`config.mk`:
```
export PLATFORM = sky130hd
export DESIGN_NAME = ima_adpcm_decoder_mc
export DESIGN_NICKNAME = d
export VERILOG_FILES = /design/src/rtl/ima_adpcm_pkg.sv /design/src/rtl/ima_adpcm_step.sv /design/src/rtl/ima_adpcm_decoder_mc.sv
export SDC_FILE = /design/constraint.sdc
export NUM_CORES = 1
export LEC_CHECK = 0
export CAP_MARGIN = 5
export CORE_ASPECT_RATIO = 2
export CORE_MARGIN = 4
export CORE_UTILIZATION = 40
export CTS_CLUSTER_SIZE = 14
export DETAILED_ROUTE_END_ITERATION = 10
export GPL_TIMING_DRIVEN = 0
export PLACE_DENSITY = 0.52
export REMOVE_ABC_BUFFERS = 1
export SYNTH_ARGS = -nofsm -noshare
export SYNTH_HDL_FRONTEND = slang
export SYNTH_SLANG_ARGS = --single-unit
```
`constraint.sdc`:
```
create_clock -name clk -period 21.9 [get_ports clk]
set_input_delay 4.38 -clock clk [delete_from_list [all_inputs] [get_ports clk]]
set_output_delay 4.38 -clock clk [all_outputs]
set_load 0.02 [all_outputs]
```
`src/rtl/ima_adpcm_pkg.sv`:
```
// Shared tables, limits and per-channel state type for the IMA ADPCM codec blocks.
package ima_adpcm_pkg;

    localparam int MAX_IDX = 88;
    localparam int PCM_MAX = 32767;
    localparam int PCM_MIN = -32768;

    localparam int STEP_TBL [89] = '{
            7,     8,     9,    10,    11,    12,    13,    14,    16,    17,
           19,    21,    23,    25,    28,    31,    34,    37,    41,    45,
           50,    55,    60,    66,    73,    80,    88,    97,   107,   118,
          130,   143,   157,   173,   190,   209,   230,   253,   279,   307,
          337,   371,   408,   449,   494,   544,   598,   658,   724,   796,
          876,   963,  1060,  1166,  1282,  1411,  1552,  1707,  1878,  2066,
         2272,  2499,  2749,  3024,  3327,  3660,  4026,  4428,  4871,  5358,
         5894,  6484,  7132,  7845,  8630,  9493, 10442, 11487, 12635, 13899,
        15289, 16818, 18500, 20350, 22385, 24623, 27086, 29794, 32767
    };

    // +8 does not fit a signed 4-bit value, so the entries are 5 bits wide.
    localparam logic signed [4:0] IDX_TBL [16] = '{
        -5'sd1, -5'sd1, -5'sd1, -5'sd1, 5'sd2, 5'sd4, 5'sd6, 5'sd8,
        -5'sd1, -5'sd1, -5'sd1, -5'sd1, 5'sd2, 5'sd4, 5'sd6, 5'sd8
    };

    typedef struct packed {
        logic signed [15:0] pred;
        logic [6:0]         idx;
    } ch_state_t;

endpackage

```
`src/rtl/ima_adpcm_step.sv`:
```
// One IMA ADPCM predictor/step-index update; purely combinational, shared with the encoder.
module ima_adpcm_step
    import ima_adpcm_pkg::*;
(
    input  ch_state_t  st_i,
    input  logic [3:0] code_i,
    output ch_state_t  st_o
);

    localparam logic signed [17:0] SAT_HI  = 18'(PCM_MAX);
    localparam logic signed [17:0] SAT_LO  = 18'(PCM_MIN);
    localparam logic [6:0]         IDX_TOP = 7'(MAX_IDX);
    localparam logic signed [7:0]  IDX_TOP_S = 8'(MAX_IDX);

    logic [6:0]         idx_safe;
    logic [15:0]        step;
    logic [16:0]        diff;
    logic signed [17:0] pred_ext;
    logic signed [17:0] sum;
    logic signed [4:0]  idx_adj;
    logic signed [7:0]  idx_sum;

    always_comb begin
        idx_safe = (st_i.idx > IDX_TOP) ? IDX_TOP : st_i.idx;
        step     = 16'(STEP_TBL[idx_safe]);

        diff = 17'(step >> 3);
        if (code_i[2]) diff = diff + 17'(step);
        if (code_i[1]) diff = diff + 17'(step >> 1);
        if (code_i[0]) diff = diff + 17'(step >> 2);

        pred_ext = $signed({{2{st_i.pred[15]}}, st_i.pred});
        if (code_i[3]) sum = pred_ext - $signed({1'b0, diff});
        else           sum = pred_ext + $signed({1'b0, diff});

        if (sum > SAT_HI)      st_o.pred = 16'sh7FFF;
        else if (sum < SAT_LO) st_o.pred = 16'sh8000;
        else                   st_o.pred = sum[15:0];

        idx_adj = IDX_TBL[code_i];
        idx_sum = $signed({1'b0, idx_safe}) + $signed({{3{idx_adj[4]}}, idx_adj});
        if (idx_sum < 8'sd0)          st_o.idx = 7'd0;
        else if (idx_sum > IDX_TOP_S) st_o.idx = IDX_TOP;
        else                          st_o.idx = idx_sum[6:0];
    end

endmodule

```
`src/rtl/ima_adpcm_decoder_mc.sv`:
```
// Multi-channel IMA ADPCM decoder with valid/ready streams and per-channel sop/eop framing.
// Optional header-load beats are enabled by defining ADPCM_HDR_LOAD_EN.
module ima_adpcm_decoder_mc
    import ima_adpcm_pkg::*;
#(
    parameter int N_CH = 2,
    parameter int CH_W = (N_CH > 1) ? $clog2(N_CH) : 1
) (
    input  logic               clk,
    input  logic               rst_n,
    input  logic               in_valid,
    output logic               in_ready,
    input  logic               in_sop,
    input  logic               in_eop,
    input  logic [CH_W-1:0]    in_ch,
    input  logic [3:0]         in_code,
`ifdef ADPCM_HDR_LOAD_EN
    input  logic               in_hdr,
    input  logic signed [15:0] in_hdr_pred,
    input  logic [6:0]         in_hdr_idx,
`endif
    output logic               out_valid,
    input  logic               out_ready,
    output logic               out_sop,
    output logic               out_eop,
    output logic [CH_W-1:0]    out_ch,
    output logic signed [15:0] out_sample,
    output logic               err_o
);

    ch_state_t          st_q [N_CH];
    ch_state_t          st_d [N_CH];
    logic [N_CH-1:0]    active_q, active_d;

    logic               out_valid_q, out_valid_d;
    logic               out_sop_q, out_sop_d;
    logic               out_eop_q, out_eop_d;
    logic [CH_W-1:0]    out_ch_q, out_ch_d;
    logic signed [15:0] out_sample_q, out_sample_d;
    logic               err_q, err_d;

    logic               accept;
    logic               ch_ok;
    logic               is_hdr;
    logic               do_dec;
    ch_state_t          hdr_st;
    ch_state_t          dec_in;
    ch_state_t          dec_out;

    assign in_ready = !out_valid_q | out_ready;

    // sop restarts the channel from zero state before this beat's code is applied.
    assign dec_in = in_sop ? '0 : st_q[in_ch];

    ima_adpcm_step u_step (
        .st_i   (dec_in),
        .code_i (in_code),
        .st_o   (dec_out)
    );

    always_comb begin
        st_d         = st_q;
        active_d     = active_q;
        out_valid_d  = out_valid_q & !out_ready;
        out_sop_d    = out_sop_q;
        out_eop_d    = out_eop_q;
        out_ch_d     = out_ch_q;
        out_sample_d = out_sample_q;

`ifdef ADPCM_HDR_LOAD_EN
        is_hdr      = in_hdr;
        hdr_st.pred = in_hdr_pred;
        hdr_st.idx  = (in_hdr_idx > 7'(MAX_IDX)) ? 7'(MAX_IDX) : in_hdr_idx;
`else
        is_hdr      = 1'b0;
        hdr_st      = '0;
`endif

        accept = in_valid & in_ready;
        ch_ok  = (int'(in_ch) < N_CH);
        do_dec = accept & ch_ok & !is_hdr & (in_sop | active_q[in_ch]);
        // Codes outside a packet (or on a nonexistent channel) are swallowed and flagged.
        err_d  = accept & !is_hdr & !do_dec;

        if (accept & is_hdr & ch_ok) begin
            st_d[in_ch]     = hdr_st;
            active_d[in_ch] = 1'b1;
        end

        if (do_dec) begin
            st_d[in_ch]     = dec_out;
            active_d[in_ch] = !in_eop;
            out_valid_d     = 1'b1;
            out_sop_d       = in_sop;
            out_eop_d       = in_eop;
            out_ch_d        = in_ch;
            out_sample_d    = dec_out.pred;
        end
    end

    always_ff @(posedge clk or negedge rst_n) begin
        if (!rst_n) begin
            for (int i = 0; i < N_CH; i++) st_q[i] <= '0;
            active_q     <= '0;
            out_valid_q  <= 1'b0;
            out_sop_q    <= 1'b0;
            out_eop_q    <= 1'b0;
            out_ch_q     <= '0;
            out_sample_q <= '0;
            err_q        <= 1'b0;
        end else begin
            for (int i = 0; i < N_CH; i++) st_q[i] <= st_d[i];
            active_q     <= active_d;
            out_valid_q  <= out_valid_d;
            out_sop_q    <= out_sop_d;
            out_eop_q    <= out_eop_d;
            out_ch_q     <= out_ch_d;
            out_sample_q <= out_sample_d;
            err_q        <= err_d;
        end
    end

    assign out_valid  = out_valid_q;
    assign out_sop    = out_sop_q;
    assign out_eop    = out_eop_q;
    assign out_ch     = out_ch_q;
    assign out_sample = out_sample_q;
    assign err_o      = err_q;

endmodule

```
==> impl_results.md <==
* Fillers at 2,368
* CTS Buf Count at 9
* Count of antenna diodes in the layout at 0
* Simple-gate portion of the synthesized area at 20.4%
* Hpwl dp at 23.8 mm
* Final layout net count at 1,276
* Mux cell area share after synthesis at 4.61%
* Count of cell types in the netlist at 93
* Final Util at 44.1%
* Final hold slack at 0.476 ns
* PostCTS Resize Cnt at 0
* Initial DRC Count at 419
* Clk sinks at 69
* Layout area overhead at 8.69%
* Avg Inst Size Synth at 7.51 um2
* Avg WL per Cell at 21.0 um
* Most frequent cells in the layout: nor2_1 (152), a21oi_1 (126), nand2_1 (107)
* Post-synthesis cell area at 8980 um2
* Unrepaired setup endpoints after global routing: no
* Vias at 9,018
* Adder-cell share of the synthesized area at 11.8%
* Main flop type after synthesis: dfrtp_1
* Commonest non-fill, non-tap cell in the layout: nor2_1
* Share of layout cells above drive strength 1 at 7.07%
* H-Tree Level Count at 3
* Antenna violations before repair at 0
* Number of flops mapped to enable cells by yosys at 0
* Period Utilization, post-route at 80.4%
* Async S/R FF share, synth at 100%
* Seq/Total Area, Yosys at 19.2%
* CTS tree: built
* MaxCap Viol Count at 0
* Slowest CP cell: a21oi_2
* Largest net degree at the start of global routing at 66
* F_max at 56.8 MHz
* Worst EP required at 22.08 ns
* Critical path arrival at 17.80 ns
* CTS max path bufs at 2
* Post-Synthesis Cells at 1,196
* Root buffer cell: clkbuf_16
* First-pass GRT wire length at 49.0 mm
* Yosys reg bits at 69
* Crit-path max cell delay at 0.73 ns
* Die area at 25,100 um2
* Setup violations, final at 0
* Crit end category: register
* Slew margin rel. at 26.5%
* Fin. max-slew vios at 0
* Synth Area in Compound Gates at 32.2%
* Placeable Area at 22,200 um2
* Critical Path Start Type: input port
* XOR/XNOR Fraction of Synth Area at 6.41%
* Status: finished clean
* Kind of critical path: in -> reg
* Grt ovf at 0
* Setup bufs post-CTS at 0
* Setup TNS at 0 ns
* Clock skew at 0.00945 ns
* Number of vias per cell at 6.16
* Clock slew seen by the registers of the worst setup and hold paths at 0.06 ns
* Number of remaining DRC errors at 0
* Worst-margin pin slew at 1.10 ns
* Minimum clock period at 17.62 ns
* YS warnings at 0
* WHS Path Cells at 2
* Core Rows at 77
* Gr usage total at 24.6%
* Placer congestion estimate at 0.955
* Hold crit path type: reg -> reg
* CP max FO at 50
* Pre-antenna DRT Iters at 5
* Final wirelength at 30.7 mm
* Die W at 114 um
* Port-buffer cells at 32
* CP dominant cell by count: a21oi_1
* Clock Latency Late Sink at 0.35 ns
* Cell depth of the worst flop-to-flop path at 46
* Final Hold Fails at 0
* IO Pins at 33
* Antenna Violating Nets Remaining at 0
* Vias in the first global route at 9,147
* Cts hold-fix bufs at 0
* Initial core utilization at 40.5%
* Die H at 220 um
* Largest family of logic cells by synthesized area: compound AO/OA/AOI/OAI gates
==> stage by stage <==
step | cell area, um2 | cells | setup slack [ns]
final | 9760 | 1464 | 4.28
after global routing | 9760 | 1464 | 3.64
after CTS | 9760 | 1463 | 4.34
after detailed placement | 9450 | 1447 | 4.07
after global placement | 9360 | 1442 | 2.29
after floorplan | 8700 | 1134 | 7.93
==> path summary, 6_finish.rpt <==
check	start	endpoint	slack, ns
worst min-delay path	out_eop	out_eop	0.48
worst max register to register	st_q[5]	out_sample[12]	8.60
min in group asynchronous	rst_n	out_sample[14]	3.84
max in group asynchronous	rst_n	out_eop	17.53
worst max-delay path	in_sop	out_sample[12]	4.28
worst min register to register	out_eop	out_eop	0.48
==> sequential cells by signal, summed over array words and instances (netlist names) <==
register and cells:
out_eop 1, out_sop 1, out_sample 16, out_ch 1
out_valid 1, st_q 46, active_q 2, err_o 1
==> worst max-delay path, delay by kind of cell <==
kind	cells	cell delay (ns)
AND/OR/NAND/NOR	11	2.85
XOR/XNOR	5	1.25
adder cells (fa/ha/maj)	5	2.05
buffers and inverters	5	1.57
AO/OA/AOI/OAI	21	5.59
==> cells by family (layout without fill, tap and decap cells) <==
logic type	after synthesis	after routing
AO/OA/AOI/OAI	433	433
multiplexers	37	37
AND/OR/NAND/NOR	401	401
buffers and inverters	110	102
XOR/XNOR	64	64
adder cells (fa/ha/maj)	82	82
flip-flops	69	69
==> synthesized netlist by cell type, types with 9 or more instances <==
master    number  share of area [%]
a21o_1        19                1.6
o21bai_1      10               0.84
nand2b_1      15                1.0
nor2b_1       10               0.70
mux2i_1       24                2.7
a21oi_1      127                7.1
a211oi_1      15                1.3
buf_2         13               0.72
nor2_1       153                6.4
o22ai_1       10               0.70
a31oi_1       19                1.3
xor2_1        22                2.1
o21ai_0       80                4.5
nand3_1       28                1.6
dfrtp_1       69                 19
xnor2_1       41                4.0
mux2_2         9                1.1
o21ai_1       12               0.67
o211ai_1      15                1.3
inv_1         41                1.7
nor3_1        30                1.7
o21a_1        19                1.6
ha_1          77                 11
clkbuf_1      36                1.5
nand2_1      107                4.5
==> metal layers <==
layer	GRT usage [%]	up-vias	wire (um)
met2	47.0	265	16700
met5	0	-	0
met4	13.5	0	1720
li1	-	4383	-
met3	2.36	97	1130
met1	25.7	4273	11200
==> area by class of cell <==
cell class	count	area (um2)	area share, %
clock inverters	6	71.3	0.730
clock buffers	10	239	2.45
inverters	48	185	1.90
flip-flops and latches	69	1730	17.7
repair buffers	38	400	4.10
multi-input cells	1017	6800	69.6
well taps	276	345	3.54
Power is not shown: default switching activity piles up to over one toggle a cycle in this logic, so the estimate is an artifact.
